==> config.mk <==
export PLATFORM = sky130hd
export DESIGN_NAME = pc_fetch_unit
export DESIGN_NICKNAME = d
export VERILOG_FILES = /design/src/rtl/pc_fetch_unit.sv
export SDC_FILE = /design/constraint.sdc
export NUM_CORES = 1
export LEC_CHECK = 0
export CAP_MARGIN = 20
export CORE_UTILIZATION = 38
export CTS_BUF_LIST = sky130_fd_sc_hd__clkbuf_8
export CTS_CLUSTER_DIAMETER = 150
export DETAILED_ROUTE_END_ITERATION = 6
export GPL_ROUTABILITY_DRIVEN = 0
export PLACE_DENSITY = 0.74
export SYNTH_ARGS = -nofsm -noshare
export SYNTH_HDL_FRONTEND = slang
export SYNTH_SLANG_ARGS = --single-unit
==> constraint.sdc <==
create_clock -name clk -period 2.55 [get_ports clk]
set_clock_uncertainty 0.15 [all_clocks]
set_input_delay 0.51 -clock clk [delete_from_list [all_inputs] [get_ports clk]]
set_output_delay 0.51 -clock clk [all_outputs]
set_load 0.01 [all_outputs]
==> src/rtl/pc_fetch_unit.sv <==
// pc_fetch_unit: 10-bit word PC, single-cycle IF stage with IF/ID register.
// BOOT -> FETCH -> HALT state machine; jump/branch redirects cost one bubble.
// Optional fetch counter compiled in when FETCH_STATS_EN is defined.
module pc_fetch_unit #(
    parameter logic [31:0] HALT_WORD = 32'hFFFF_FFFF
) (
    input  logic        clk,
    input  logic        reset,
    input  logic        stall,
    input  logic        jump,
    input  logic [9:0]  jump_target,
    input  logic        branch_taken,
    input  logic [15:0] branch_offset,
    input  logic [31:0] instr_in,
    output logic [8:0]  address,
    output logic        signal,
    output logic [31:0] instr_out,
    output logic [9:0]  pc_out,
    output logic        valid,
    output logic        halted,
    output logic [15:0] fetch_count
);

    typedef enum logic [1:0] {
        BOOT  = 2'd0,
        FETCH = 2'd1,
        HALT  = 2'd2
    } state_t;

    state_t      state;
    logic [9:0]  pc;
    logic        redirect;
    logic        is_halt_word;
    logic [9:0]  branch_target;
    logic [5:0]  unused_off_hi;
    logic [9:0]  next_pc;

    // Memory is addressed straight from the PC; forced to zero during reset
    assign address = reset ? '0 : pc[8:0];
    assign signal  = reset ? 1'b0 : pc[9];

    // Redirect decode and next-PC selection (jump > branch > sequential)
    always_comb begin
        {unused_off_hi, branch_target} = {6'd0, pc_out} + 16'd1 + branch_offset;
        redirect     = (state == FETCH) && valid && !stall && (jump || branch_taken);
        is_halt_word = (instr_in == HALT_WORD);
        next_pc      = pc + 10'd1;
        if (valid && jump) begin
            next_pc = jump_target;
        end else if (valid && branch_taken) begin
            next_pc = branch_target;
        end
    end

    // Fetch state machine with the IF/ID register
    always_ff @(posedge clk) begin
        if (reset) begin
            state     <= BOOT;
            pc        <= '0;
            instr_out <= '0;
            pc_out    <= '0;
            valid     <= 1'b0;
            halted    <= 1'b0;
        end else begin
            case (state)
                BOOT: begin
                    state <= FETCH;
                end
                FETCH: begin
                    if (!stall) begin
                        instr_out <= instr_in;
                        pc_out    <= pc;
                        if (redirect) begin
                            // word fetched this edge is wrong-path: drop it
                            pc    <= next_pc;
                            valid <= 1'b0;
                        end else if (is_halt_word) begin
                            valid  <= 1'b0;
                            halted <= 1'b1;
                            state  <= HALT;
                        end else begin
                            pc    <= next_pc;
                            valid <= 1'b1;
                        end
                    end
                end
                HALT: begin
                    halted <= 1'b1;
                end
                default: begin
                    state <= BOOT;
                end
            endcase
        end
    end

`ifdef FETCH_STATS_EN
    logic set_valid;

    assign set_valid = (state == FETCH) && !stall && !redirect && !is_halt_word;

    // Saturating count of edges that deliver a live instruction
    always_ff @(posedge clk) begin
        if (reset) begin
            fetch_count <= '0;
        end else if (set_valid && (fetch_count != 16'hFFFF)) begin
            fetch_count <= fetch_count + 16'd1;
        end
    end
`else
    assign fetch_count = '0;
`endif

endmodule

=== Word level (Yosys, flattened, before mapping) ===
Index checks and enable logic that the tools add are counted.

* Register bits after elaboration: 56
* Input bits: 63
* Output and inout port bits: 70
* Logic and storage cells: 47

* Add/sub/neg operators: 3
* Equal/unequal tests: 7
* Mux-type cells: 16
* Bitwise logic cells: 2
* Reduce and logical (&&, ||, !) cells: 13

{| class="wikitable"
|+ Operators by type and width
! operator !! count
|-
| two-way mux 10 bit || 4
|-
| equality test 32 bit, second input constant || 1
|-
| adder 10 x 1 -> 10 bit, second input constant || 2
|-
| adder 10 bit || 1
|-
| two-way mux 9 bit || 1
|-
| != test 2 bit, second input constant || 4
|-
| AND reduction 4 bit || 2
|-
| two-way mux 1 bit || 6
|-
| two-way mux 2 bit || 3
|-
| one-hot mux 2 bit (3 select lines) || 1
|-
| logical AND 1 bit || 5
|-
| AND reduction 3 bit || 1
|-
| equality test 2 x 1 -> 1 bit, second input constant || 1
|-
| equality test 2 bit, second input constant || 1
|-
| zero test 2 bit || 1
|-
| inverter 1 bit || 2
|-
| one-hot mux 1 bit (2 select lines) || 1
|-
| AND reduction 2 bit || 1
|-
| nonzero test 2 bit || 1
|-
| zero test 1 bit || 1
|-
| logical OR 1 bit || 1
|}

=== Logic depth before layout (Yosys ltp) ===
Gate-level depths: netlist of the first run.

* Word-level depth: 7
* Gate-level depth with buffers: 10
* Depth with buffers taken out: 10

=== Worst setup path after synthesis of the first run ===
No wires, ideal clock.

* Path type: input to register
* From: input branch_offset[0]
* To: register pc[8]
* Library setup time: 79 ps
* Data arrival time: 2,121 ps
* Data required time: 2,321 ps
* Path slack: 200 ps
* Cell stages on the path: 10
* Buffers on the path: 0
* Cells stage by stage: inv_1 > ha_1 > inv_1 > fa_1 > a211oi_1 > nor2_1 > o41ai_2 > xnor2_1 > o211ai_1 > a211oi_2

* Cells in the longest elaborated chain, start to end: 5

{| class="wikitable"
|+ Ends and longest elaborated chain
! element !! RTL line !! text
|-
| from (decl) || 13 || <nowiki>input logic [15:0] branch_offset,</nowiki>
|-
| adder 10 bit (*) || 44 || <nowiki>{unused_off_hi, branch_target} = {6'd0, pc_out} + 16'd1 + branch_offset;</nowiki>
|-
| two-way mux 10 bit (*) || 50 || <nowiki>end else if (valid && branch_taken) begin</nowiki>
|-
| two-way mux 10 bit (*) || 48 || <nowiki>if (valid && jump) begin</nowiki>
|-
| two-way mux 10 bit || 77 || <nowiki>end else if (is_halt_word) begin</nowiki>
|-
| two-way mux 10 bit (*) || 73 || <nowiki>if (redirect) begin</nowiki>
|-
| to (signal assigned) || 75 || <nowiki>pc <= next_pc;</nowiki>
|-
| to (signal assigned) || 82 || <nowiki>pc <= next_pc;</nowiki>
|-
| to (decl) || 31 || <nowiki>logic [9:0] pc;</nowiki>
|}

Every way passes the cells marked *; elsewhere a longest branch is shown, timed or not. The select of a mux whose other input is x is not followed.
A chain may end at the register's enable or synchronous reset.

=== Worst setup path after layout of the first run ===
* From: input branch_offset[3]
* To: register pc[8]

The elaborated chain is that of the path after synthesis.

==> results of run 1 <==
==> state kept, by name, indices dropped and copies added (netlist names) <==
name,flops
pc,10
instr_out,32
pc_out,10
state,2
halted,1
valid,1
==> through the flow <==
stage          setup TNS (ns)  worst slack [ns]  total power [W]  utilization
6_report                    0            0.1296         0.001969       0.5736
5_1_grt                     0           0.01088         0.002070       0.5736
3_5_place_dp           -1.499           -0.3105         0.001403       0.5562
3_3_place_gp           -1.218           -0.2998         0.001395       0.5562
2_1_floorplan               0            0.1999         0.001186            -
4_1_cts                     0          0.009831         0.001983       0.5706
==> timing repair <==
item                                    in CTS  in global routing
hold buffers                                 0                  0
hold endpoints to repair                     0                  0
resized for setup                            0                  6
buffers inserted                             0                  1
endpoints found under the setup margin       0                  3
==> cell usage after synthesis, drive strengths merged, types with 2 or more instances <==
cell type,instances,share of area
nand2,106,0.13
a21oi,58,0.099
dfxtp,56,0.37
buf,26,0.059
nor2,16,0.020
clkbuf,14,0.017
nand4,11,0.023
a211oi,10,0.028
ha,10,0.042
nor2b,10,0.021
o21ai,9,0.019
xnor2,9,0.026
inv,7,0.0087
o211ai,6,0.015
nand3,4,0.0067
nor3,4,0.0067
nor4,4,0.0083
o41ai,4,0.017
a21o,3,0.0079
and3,2,0.0042
nand2b,2,0.0042
nor3b,2,0.0050
o31ai,2,0.0050
==> power breakdown <==
part / total (W) / leakage [nW] / switching [W] / internal (W)
logic: 0.000435 / 1.12 / 0.000206 / 0.000229
registers: 0.000951 / 0.457 / 0.0000361 / 0.000915
clock network: 0.000582 / 0.0541 / 0.000291 / 0.000291
total: 0.00197 / 1.63 / 0.000533 / 0.00144
==> metal layers <==
metal  global-route usage  up-vias
met3              0.05444        9
met1               0.2541     1463
met2               0.3706      106
met4              0.04762        0
met5                    0        -
li1                     -     1571
==> kinds of logic after synthesis <==
kind of cell	Yosys count	synth area share
other	1	0.001246
AND/OR/NAND/NOR	167	0.2477
buffers and inverters	47	0.08520
AO/OA/AOI/OAI	101	0.2161
XOR/XNOR	10	0.02910
adder cells (fa/ha/maj)	11	0.04821
flip-flops	56	0.3724
==> worst max path at each step <==
| stage | from | slack (ns) | end | cells past startpoint |
|---|---|---|---|---|
| after floorplan | branch_offset[0] | 0.20 | pc[8]$_SDFFE_PP0P_ | 10 |
| after global placement | branch_offset[0] | -0.30 | pc[8]$_SDFFE_PP0P_ | 11 |
| after detailed placement | branch_offset[0] | -0.31 | pc[8]$_SDFFE_PP0P_ | 11 |
| after CTS | branch_offset[0] | 0.01 | pc[8]$_SDFFE_PP0P_ | 11 |
| after global routing | branch_offset[3] | 0.01 | pc[8]$_SDFFE_PP0P_ | 9 |
| final | branch_offset[3] | 0.13 | pc[8]$_SDFFE_PP0P_ | 9 |
==> area by class of cell <==
type,instances,area share
Tap cell,102,0.02894
Sequential cell,56,0.2543
Multi-Input combinational cell,305,0.3871
Clock buffer,5,0.01561
Clock inverter,3,0.009648
Timing Repair Buffer,139,0.2985
Inverter,7,0.005959
==> critical path: cells and delay by family <==
kind                     cells  cell delay [ns]
adder cells (fa/ha/maj)      1             0.31
XOR/XNOR                     1             0.16
buffers and inverters        2             0.55
AO/OA/AOI/OAI                4             0.88
AND/OR/NAND/NOR              1             0.11
==> impl_metrics.json, run 1 <==
{
  "outcome": "finished clean",
  "vias_per_cell": 5.104,
  "hold_end": "instr_out[10]$_SDFFE_PP0P_",
  "wl_met3_um": 568,
  "die_y_um": 91.01,
  "syn_avg_cell_area_sq_um": 7.660,
  "synth_edf_count": 0,
  "fp.dieArea_sq_mm": 0.008282,
  "required_ns": 2.64,
  "initialDrtViolationCount": 121,
  "ioPinCount": 133,
  "power.density_mw_per_mm2": 446.5,
  "wl_mm": 8.516,
  "grt_use_total": 0.2097,
  "dr.pass1.iters": 4,
  "rsz0062_at_grt": "false",
  "drive_gt1_frac": 0.1068,
  "critPathMaxStageDelay_ns": 0.41,
  "reg2regPathDepth": 10,
  "min-delay-start": "instr_out[10]$_SDFFE_PP0P_",
  "worst_setup_path_start_kind": "input port",
  "r2r_start": "pc_out[0]$_SDFFE_PP0P_",
  "worstSetupPathType": "input port to register",
  "clockBufferDepth": 2,
  "grt_overflow_total": 0,
  "io_buffers": 110,
  "worstReg2RegEnd": "pc[8]$_SDFFE_PP0P_",
  "peakVddDrop_mv": 0.3520,
  "fmax_mhz": 413.2,
  "nets": 588,
  "async_flop_share": 0,
  "layout_common_cells": "clkdlybuf4s50_1 (108), nand2_1 (104), a21oi_1 (56), dfxtp_1 (56), buf_4 (29)",
  "topRoutingLayerUsed": "met4",
  "multiInputGateArea_sq_mm": 0.001707,
  "die_x_um": 91.01,
  "crit_fanout": 4,
  "final_common_cell": "clkdlybuf4s50_1",
  "final_area_sq_mm": 0.004409,
  "synth_seq_cells": 56,
  "grt_pass1_wl_mm": 14.34,
  "cts_tree": "yes",
  "yosys_warnings": 0,
  "leakagePower_nw": 1.633,
  "place_area_sq_mm": 0.004275,
  "maxCapViolCount": 0,
  "wl_met2_mm": 4.259,
  "r2r_slack_ns": 0.21,
  "ys.flop_type": "dfxtp_1",
  "ant_nets": 0,
  "syn_inst": 393,
  "hpwl_mm": 6.536,
  "antenna_cells": 0,
  "cts.sinks": 56,
  "path_cells": "clkdlybuf4s50_1 > ha_1 > buf_4 > o21ai_0 > nor2_2 > o41ai_2 > xnor2_1 > o211ai_1 > a211oi_2",
  "final_hold_viol_count": 0,
  "setup_violations": 0,
  "numCtsBuffers": 5,
  "h-tree-depth": 2,
  "grt_max_degree": 33,
  "synth_area_sq_mm": 0.003010,
  "grt_pass1_vias": 3039,
  "cts.clk_slew.worst_paths_ns": 0.10,
  "endpoint_kind": "register",
  "dp.cells": 608,
  "fp.coreArea_sq_mm": 0.007687,
  "holdWs_ns": 0.3095,
  "layout_worst_path_cycle_share": 0.9492,
  "clock_latency_ns": 0.31,
  "wl_per_cell_um": 13.80,
  "cts_root_buffer": "clkbuf_8",
  "initial_utilization": 0.3916,
  "hold_path.class": "register to register",
  "fillerInstances": 700,
  "ys_types": 51,
  "area_delta_synth_final_pct": 46.47,
  "antenna_found_initial": 0,
  "worstPathArrival_ns": 2.51,
  "fin_crit_ns": 2.420,
  "whs_path_depth": 2,
  "vias": 3149,
  "m1WireLength_mm": 3.576,
  "yosysSeqAreaShare": 0.3724,
  "slowest_stage": "clkdlybuf4s50_1",
  "slew_violations": 0,
  "drc": 0,
  "register_area_sq_mm": 0.001121,
  "instances_no_fill": 617,
  "rows": 32
}
Power figures use the tool's default switching activity.
==> inputs of run 2 (changes only) <==
- CORE_UTILIZATION: 38 -> 43
- PLACE_DENSITY: 0.74 -> 0.82
==> run 2 against run 1 <==
Against the previous run:
- maximum frequency increased by 0.33%
- clock-buffer cell count unchanged
- sequential cell count unchanged
- final area increased by 0.62%
- highest routed layer unchanged
- cell count decreased by 0.65%
- clock power decreased by 1%
- routed wire length decreased by 2.6%
- first-iteration DRC count increased by 27%
==> impl_metrics.json, run 2 (synthesis gave the netlist of run 1 again) <==
{
  "fmax_mhz": 414.5,
  "outcome": "finished clean",
  "fin_crit_ns": 2.412,
  "reg_top3": "instr_out (32), pc (10), pc_out (10)",
  "clock_latency_ns": 0.30,
  "grt_pass1_vias": 2855,
  "cts.sinks": 56,
  "fillerInstances": 598,
  "grt_use_total": 0.2262,
  "largest_reg_flops": 32,
  "nets": 590,
  "power.density_mw_per_mm2": 443.6,
  "antenna_found_initial": 0,
  "io_buffers": 110,
  "hold_path.class": "register to register",
  "holdWs_ns": 0.3058,
  "wl_per_cell_um": 13.53,
  "cts_hold_buf": 0,
  "relSlewSlack": 0.6699,
  "final_common_cell": "clkdlybuf4s50_1",
  "worstSetupPathType": "input port to register",
  "worst_setup_path_start_kind": "input port",
  "top_register": "instr_out",
  "initialDrtViolationCount": 154,
  "vias": 3137,
  "tns_ns": 0,
  "fp.coreArea_sq_mm": 0.006794,
  "endpoint_kind": "register",
  "grt_overflow_total": 0,
  "peakVddDrop_mv": 0.4613,
  "layout_common_cells": "clkdlybuf4s50_1 (108), nand2_1 (104), a21oi_1 (56), dfxtp_1 (56), buf_4 (30)",
  "slew_violations": 0,
  "clockBufferDepth": 2,
  "maxCapViolCount": 0,
  "fin_ws_ns": 0.1377,
  "whs_path_depth": 2,
  "ant_nets": 0,
  "cts.clk_slew.worst_paths_ns": 0.10,
  "layout_worst_path_cycle_share": 0.9460,
  "cts_root_buffer": "clkbuf_8",
  "die_x_um": 85.67,
  "initial_utilization": 0.4431,
  "area_delta_synth_final_pct": 47.38,
  "die_y_um": 85.67,
  "required_ns": 2.62,
  "pre_cts_ws_ns": -0.3878,
  "worst_pin_slew_ns": 0.4889,
  "wl_mm": 8.292,
  "leakagePower_nw": 1.657,
  "numCtsBuffers": 5,
  "crit_fanout": 4,
  "setup_violations": 0,
  "vias_per_cell": 5.117,
  "drc": 0,
  "rsz0062_at_grt": "false",
  "reg2regPathDepth": 10,
  "drive_gt1_frac": 0.1122,
  "hpwl_mm": 6.235,
  "antenna_cells": 0,
  "dr.pass1.iters": 4,
  "ioPinCount": 133,
  "cts_tree": "yes",
  "worstPathArrival_ns": 2.48,
  "grt_pass1_wl_mm": 13.34,
  "fp.dieArea_sq_mm": 0.007339,
  "h-tree-depth": 2,
  "grt_max_degree": 38,
  "final_hold_viol_count": 0,
  "rows": 30
}
run 2: cell types whose count changed in the layout (fill, tap and decap cells not counted):
cell     delta
buf_12      +1
buf_4       +1
o41ai_1     -1
o41ai_2     +1
run 2: area by class of cell:
class                           instances  area, sq um  share of cell area
Sequential cell                        56         1121              0.2527
Multi-Input combinational cell        305         1714              0.3863
Inverter                                7        26.28            0.005922
Timing Repair Buffer                  141         1344              0.3029
Clock inverter                          3        42.54            0.009588
Clock buffer                            5        68.82             0.01551
Tap cell                               96        120.1             0.02707
run 2: per-layer routing:
layer  up-vias  GRT usage  wire length [um]
li1       1576          -                 -
met1      1435     0.2750              3486
met2       111     0.3862              4033
met3        15    0.05679               593
met4         0    0.08485               178
met5         -          0                 0
run 2: stage by stage:
stage	util	area [sq um]	total power (W)	instances
global placement	0.6311	4288	0.001395	603
floorplan	-	3067	0.001186	408
global route	0.6530	4437	0.002066	613
finish	0.6530	4437	0.001968	613
CTS	0.6490	4409	0.001984	611
detailed placement	0.6311	4288	0.001405	603
run 2: worst paths after layout:
path,from,endpoint,slack (ns)
worst max-delay path,branch_offset[1],pc[9]$_SDFFE_PP0P_,0.14
worst min-delay path,halted$_SDFFE_PP0P_,halted$_SDFFE_PP0P_,0.31
worst max register to register,pc_out[0]$_SDFFE_PP0P_,pc[8]$_SDFFE_PP0P_,0.16
worst min register to register,halted$_SDFFE_PP0P_,halted$_SDFFE_PP0P_,0.31
run 2: worst max-delay path, cell delays in order:
cell             delay (ns)
clkdlybuf4s50_1        0.45
ha_1                   0.29
nand2b_1               0.08
a21oi_2                0.27
a31oi_1                0.18
and3_1                 0.20
o31a_1                 0.24
o41ai_2                0.26
run 2: timing repair:
action	in CTS	in global routing
gates cloned	0	0
setup endpoints to repair	1	4
buffers inserted	0	2
pin swaps	3	8
resized for setup	3	4
run 2: where the power goes:
| part | leakage [nW] | internal (W) | switching, W |
|---|---|---|---|
| Clock | 0.0541 | 0.000291 | 0.000285 |
| Sequential | 0.457 | 0.000915 | 0.0000335 |
| Combinational | 1.15 | 0.000234 | 0.000209 |
==> inputs of run 3 (changes only) <==
- CORE_MARGIN: default -> 2
- CTS_CLUSTER_DIAMETER: 150 -> 50
==> run 3 against run 2 <==
Against the previous run:
- largest cell class unchanged
- final area is 0.45% lower
- power is 2.5% higher
- combinational power hardly changed
- critical endpoint is now pc[8]$_SDFFE_PP0P_
- maximum frequency is 2.1% lower
- global-route usage is 0.39 points lower
==> impl_metrics.json, run 3 (synthesis gave the netlist of run 1 again) <==
{
  "die_y_um": 87.67,
  "reg2regPathDepth": 10,
  "drive_gt1_frac": 0.1109,
  "slowest_stage": "clkdlybuf4s50_1",
  "numCtsBuffers": 5,
  "die_x_um": 87.67,
  "hpwl_mm": 6.446,
  "whs_path_depth": 2,
  "fillerInstances": 616,
  "antenna_cells": 0,
  "area_delta_synth_final_pct": 46.72,
  "fin_ws_ns": 0.08696,
  "final_hold_viol_count": 0,
  "vias_per_cell": 5.138,
  "p_sw_frac": 0.2612,
  "pre_cts_ws_ns": -0.3937,
  "dp.cells": 601,
  "io_buffers": 110,
  "required_ns": 2.63,
  "critPathMaxStageDelay_ns": 0.45,
  "path_cells": "clkdlybuf4s50_1 > fa_2 > a211oi_2 > nor2_2 > o41ai_2 > xnor2_1 > o211ai_1 > a211oi_2",
  "layout_common_cells": "clkdlybuf4s50_1 (108), nand2_1 (104), a21oi_1 (56)",
  "ant_nets": 0,
  "reg_top3": "instr_out (32), pc (10), pc_out (10)",
  "wl_per_cell_um": 14.33,
  "cts.sinks": 56,
  "grt_overflow_total": 0,
  "cts_tree": "yes",
  "crit_top_cell": "a211oi_2",
  "setup_violations": 0,
  "fp.coreArea_sq_mm": 0.006794,
  "vias": 3134,
  "rows": 30,
  "nets": 587,
  "post-route-util": 0.6501,
  "largest_reg_flops": 32,
  "initial_utilization": 0.4431,
  "maxCapViolCount": 0,
  "worstSetupPathType": "input port to register",
  "outcome": "finished clean",
  "p_seq_frac": 0.471,
  "worst_setup_path_start_kind": "input port",
  "initialDrtViolationCount": 192,
  "peakVddDrop_mv": 0.3711,
  "layout_worst_path_cycle_share": 0.9659,
  "fin_crit_ns": 2.463,
  "slew_violations": 0,
  "grt_pass1_vias": 2983,
  "wl_mm": 8.739,
  "share_comb_of_total_power": 0.218,
  "clkPwrFrac": 0.311,
  "grt_pass1_wl_mm": 13.71,
  "drc": 0,
  "final_common_cell": "clkdlybuf4s50_1",
  "p_sw_w": 0.0005271,
  "cts.clk_slew.worst_paths_ns": 0.10,
  "top_register": "instr_out",
  "grt_use_total": 0.2223,
  "leakagePower_nw": 1.640,
  "crit_fanout": 3,
  "clock_latency_ns": 0.30,
  "endpoint_kind": "register",
  "dr.pass1.iters": 4,
  "antenna_found_initial": 0,
  "h-tree-depth": 2,
  "worstPathArrival_ns": 2.54,
  "power.density_mw_per_mm2": 456.9,
  "cts_hold_buf": 0,
  "fp.dieArea_sq_mm": 0.007686,
  "p_int_w": 0.001491,
  "hold_path.class": "register to register",
  "ioPinCount": 133,
  "clockBufferDepth": 2,
  "fmax_mhz": 406.0,
  "grt_max_degree": 43,
  "cts_root_buffer": "clkbuf_8",
  "instances_no_fill": 610
}
==> run 3: worst max-delay path, delay by kind of cell <==
kind,cells,cell delay [ns]
XOR/XNOR,1,0.16
buffers and inverters,1,0.45
adder cells (fa/ha/maj),1,0.37
AND/OR/NAND/NOR,1,0.09
AO/OA/AOI/OAI,4,0.97
==> run 3: worst paths after layout <==
kind / from / to / slack (ns)
hold / removal: instr_out[16]$_SDFFE_PP0P_ / instr_out[16]$_SDFFE_PP0P_ / 0.31
setup / recovery: branch_offset[1] / pc[8]$_SDFFE_PP0P_ / 0.09
hold reg to reg: instr_out[16]$_SDFFE_PP0P_ / instr_out[16]$_SDFFE_PP0P_ / 0.31
setup reg to reg: pc_out[0]$_SDFFE_PP0P_ / pc[8]$_SDFFE_PP0P_ / 0.09
==> run 3: repair_timing <==
item | in CTS | in global routing
hold endpoints to repair | 0 | 0
endpoints found under the setup margin | 1 | 3
gates resized for setup | 2 | 7
setup buffers | 0 | 1
pin swaps | 1 | 8
==> run 3: through the flow <==
stage | hold slack, ns | setup TNS, ns | area [sq um] | total power, W
finish | 0.3096 | 0 | 4417 | 0.002018
global route | 0.3250 | -0.004426 | 4417 | 0.002106
CTS | 0.3109 | 0 | 4394 | 0.002028
detailed placement | 0.2979 | -1.691 | 4260 | 0.001402
global placement | 0.2909 | -1.102 | 4260 | 0.001391
floorplan | 0.3028 | 0 | 3067 | 0.001186
==> run 3: layout make-up <==
type / count / area [sq um] / area share
Clock buffer: 7 / 96.34 / 0.02181
Tap cell: 96 / 120.1 / 0.02720
Timing Repair Buffer: 138 / 1309 / 0.2963
Sequential cell: 56 / 1122 / 0.2541
Inverter: 7 / 26.28 / 0.005949
Multi-Input combinational cell: 305 / 1713 / 0.3878
Clock inverter: 1 / 30.03 / 0.006799
==> run 3: power by group through the flow <==
stage | sequential [W] | combinational (W) | clock (W)
4_1_cts | 0.000949 | 0.000437 | 0.000642
3_3_place_gp | 0.000967 | 0.000424 | 0
2_1_floorplan | 0.000975 | 0.000211 | 0
3_5_place_dp | 0.000969 | 0.000432 | 0
6_report | 0.000950 | 0.000440 | 0.000628
5_1_grt | 0.000955 | 0.000480 | 0.000671
==> run 3: routing by layer <==
metal / GRT usage / vias up / part of all wire
met5: 0 / - / 0
met4: 0.05594 / 0 / 0.0084
met3: 0.05372 / 8 / 0.068
met2: 0.4098 / 108 / 0.52
met1: 0.2569 / 1454 / 0.41
li1: - / 1564 / -
==> RTL edit 1 (config.mk and constraints of run 3) <==
Encoding of `state_t`: now one-hot (3 bits for 3 states).
--- a/src/rtl/pc_fetch_unit.sv
+++ b/src/rtl/pc_fetch_unit.sv
@@ -22,8 +22,8 @@
 );
 
-    typedef enum logic [1:0] {
-        BOOT  = 2'd0,
-        FETCH = 2'd1,
-        HALT  = 2'd2
+    typedef enum logic [2:0] {
+        BOOT  = 3'b001,
+        FETCH = 3'b010,
+        HALT  = 3'b100
     } state_t;
 
Check against the original RTL: same outputs for any inputs over 10 cycles, from zero or initial values and one cycle with reset high; not proved beyond that.
==> RTL edit 1 against run 3 <==
Sequential share of layout area shrank 0.61 points. Wire length down 1.1%. Worst setup slack improved by 13 ps. Total power is 10% higher. Sequential cell count up 1. Synthesized area is 4.4% higher. Cell area up 4.3%. Synthesized cell count grew 3.8%.
==> RTL edit 1: results <==
# TYPE chip_impl_metric gauge
chip_impl_metric{name="seqCellArea",unit="µm²"} 1140
chip_impl_info{name="status",value="finished clean"} 1
chip_impl_metric{name="routed-wl-met3",unit="µm"} 860
chip_impl_metric{name="rows",unit=""} 31
chip_impl_metric{name="post_synth_inst_count",unit=""} 408
chip_impl_metric{name="ir_worst_vdd",unit="µV"} 395
chip_impl_metric{name="synthAdderAreaFrac",unit=""} 0.0462
chip_impl_metric{name="clk_latency",unit="ps"} 340
chip_impl_metric{name="max_stage_delay",unit="ps"} 480
chip_impl_metric{name="grt_util_met2",unit=""} 0.360
chip_impl_metric{name="routed_len_inst",unit="µm"} 13.8
chip_impl_metric{name="bufAreaShareNonClock",unit=""} 0.282
chip_impl_metric{name="drive_gt1_frac",unit=""} 0.121
chip_impl_metric{name="register_share_of_the_cell_area",unit=""} 0.248
chip_impl_info{name="synth.cells.most_frequent",value="sky130_fd_sc_hd__nand2_1, sky130_fd_sc_hd__dfxtp_1, sky130_fd_sc_hd__a21oi_1"} 1
chip_impl_metric{name="met2RoutedLength",unit="µm"} 4110
chip_impl_metric{name="final_cells",unit=""} 627
chip_impl_metric{name="multi_input_area",unit="µm²"} 1800
chip_impl_metric{name="placedInstanceArea",unit="µm²"} 4330
chip_impl_metric{name="wire_length_of_the_first_global_routing_pass",unit="µm"} 13500
chip_impl_metric{name="global_route.usage.total",unit=""} 0.219
chip_impl_metric{name="layout.filler_cells",unit=""} 622
chip_impl_metric{name="drtPass1Iterations",unit=""} 6
chip_impl_metric{name="m1WireLength",unit="µm"} 3580
chip_impl_metric{name="synth_area_in_compound_gates",unit=""} 0.205
chip_impl_metric{name="synth_xor_xnor_area_share",unit=""} 0.0334
==> RTL edit 1: cell types whose count changed in the layout (fill, tap and decap cells not counted), moves of 4 or more <==
cell	run 3	this run
sky130_fd_sc_hd__a211oi_1	7	3
sky130_fd_sc_hd__a311oi_2	0	7
sky130_fd_sc_hd__buf_4	28	21
sky130_fd_sc_hd__nand3_1	4	10
sky130_fd_sc_hd__nor2_1	15	24
sky130_fd_sc_hd__nor4_1	4	0
sky130_fd_sc_hd__o21ai_0	6	10
==> RTL edit 1: what timing repair did <==
action	CTS	global route
setup buffers	0	4
pin swaps	2	11
gates resized for setup	4	7
endpoints found under the setup margin	2	5
==> RTL edit 1: final timing paths <==
path / start / endpoint / slack, ps / depth (start not counted)
worst max register to register: pc_out[0] / pc[6] / 100 / 10
worst min-delay path: instr_out[11] / instr_out[11] / 300 / 2
worst max-delay path: pc_out[0] / pc[6] / 100 / 10
worst min register to register: instr_out[11] / instr_out[11] / 300 / 2
==> RTL edit 2 (settings of run 3) <==
Without the edit above. The option `FETCH_STATS_EN` is turned on by a define.
--- a/src/rtl/pc_fetch_unit.sv
+++ b/src/rtl/pc_fetch_unit.sv
@@ -2,4 +2,6 @@
 // BOOT -> FETCH -> HALT state machine; jump/branch redirects cost one bubble.
 // Optional fetch counter compiled in when FETCH_STATS_EN is defined.
+`define FETCH_STATS_EN
+
 module pc_fetch_unit #(
     parameter logic [31:0] HALT_WORD = 32'hFFFF_FFFF
Behaviour: not the same (Yosys sat finds a counterexample within 4 cycles, from zero or initial values and one cycle with reset high).
==> RTL edit 2 against run 3 <==
Non-clock buffer count rose by 13. Sequential cell count rose by 16. Via count rose by 19%. Combinational power fell by 1%. Cell area rose by 21%. Hold slack got worse by 8.3 ps. Wire length rose by 21%. Clock power rose by 48%. Worst setup slack got worse by 81 ps. Synthesized area rose by 19%. Total power rose by 27%. Largest cell class unchanged.
==> RTL edit 2: results <==
# TYPE chip_impl_metric gauge
chip_impl_info{name="status",value="finished clean"} 1
chip_impl_metric{name="grt_max_degree",unit=""} 48
chip_impl_metric{name="clock_power_share",unit=""} 0.363
chip_impl_metric{name="timing.hold.ws",unit="ps"} 301
chip_impl_metric{name="wire_length_of_the_first_global_routing_pass",unit="µm"} 16400
chip_impl_info{name="largestRegisters",value="instr_out (32), fetch_count (16)"} 1
chip_impl_metric{name="num_vias",unit=""} 3745
chip_impl_metric{name="multi_input_cells",unit=""} 354
chip_impl_metric{name="htree_levels",unit=""} 3
chip_impl_metric{name="n_clock_buffer",unit=""} 10
chip_impl_metric{name="drive_gt1_frac",unit=""} 0.0962
chip_impl_metric{name="ir_worst_vdd",unit="µV"} 317
chip_impl_metric{name="routed_len_inst",unit="µm"} 14.9
chip_impl_metric{name="dpl.cell_count",unit=""} 691
chip_impl_info{name="synth.cells.most_frequent",value="sky130_fd_sc_hd__nand2_1, sky130_fd_sc_hd__dfxtp_1, sky130_fd_sc_hd__a21oi_1"} 1
chip_impl_metric{name="design.final.nets",unit=""} 673
chip_impl_metric{name="cellLeakagePower",unit="nW"} 2.01
chip_impl_info{name="critical_path.top_delay_family",value="adder cells"} 1
chip_impl_metric{name="layout.filler_cells",unit=""} 685
chip_impl_metric{name="cp_arrival",unit="ps"} 2600
chip_impl_metric{name="dr.first_iter.drc_count",unit=""} 230
chip_impl_metric{name="netlist-cell-type-count",unit=""} 45
chip_impl_metric{name="multi_input_area_share",unit=""} 0.383
chip_impl_metric{name="total_switching_power",unit="mW"} 0.683
chip_impl_metric{name="global_route.usage.total",unit=""} 0.232
chip_impl_metric{name="timing.critical_path.fanout_max",unit=""} 4
chip_impl_metric{name="synth.ff_latch_count",unit=""} 72
chip_impl_metric{name="nonClockBufferCount",unit=""} 151
chip_impl_metric{name="final_cell_area",unit="µm²"} 5350
RTL edit 2: worst register-to-register path: cells and delay by family, from the launching register on:
| family | cells | cell delay, ps |
|---|---|---|
| AOI/OAI and AO/OA | 4 | 540 |
| buffers and inverters | 2 | 130 |
| and+or+nand+nor | 2 | 490 |
| adders and majority gates | 2 | 550 |
| DFF | 1 | 340 |
RTL edit 2: metal layers:
layer	share of wire	GRT usage
met4	0.022	0.0797
met2	0.49	0.400
met1	0.41	0.280
met3	0.071	0.0569
met5	0	0
RTL edit 2: logic make-up after synthesis:
family                   count (synthesis)  share of synthesized area
flip-flops                              72                      0.403
buffers and inverters                   37                     0.0448
multiplexers                             3                    0.00840
AND/OR/NAND/NOR                        226                      0.289
AO/OA/AOI/OAI                           87                      0.146
XOR/XNOR                                26                     0.0637
adder cells (fa/ha/maj)                 12                     0.0441
RTL edit 2: repair_timing:
action	CTS	global route
hold buffers	0	0
gates resized for setup	3	13
setup buffers	0	1
setup endpoints to repair	3	20
pin swaps	1	5
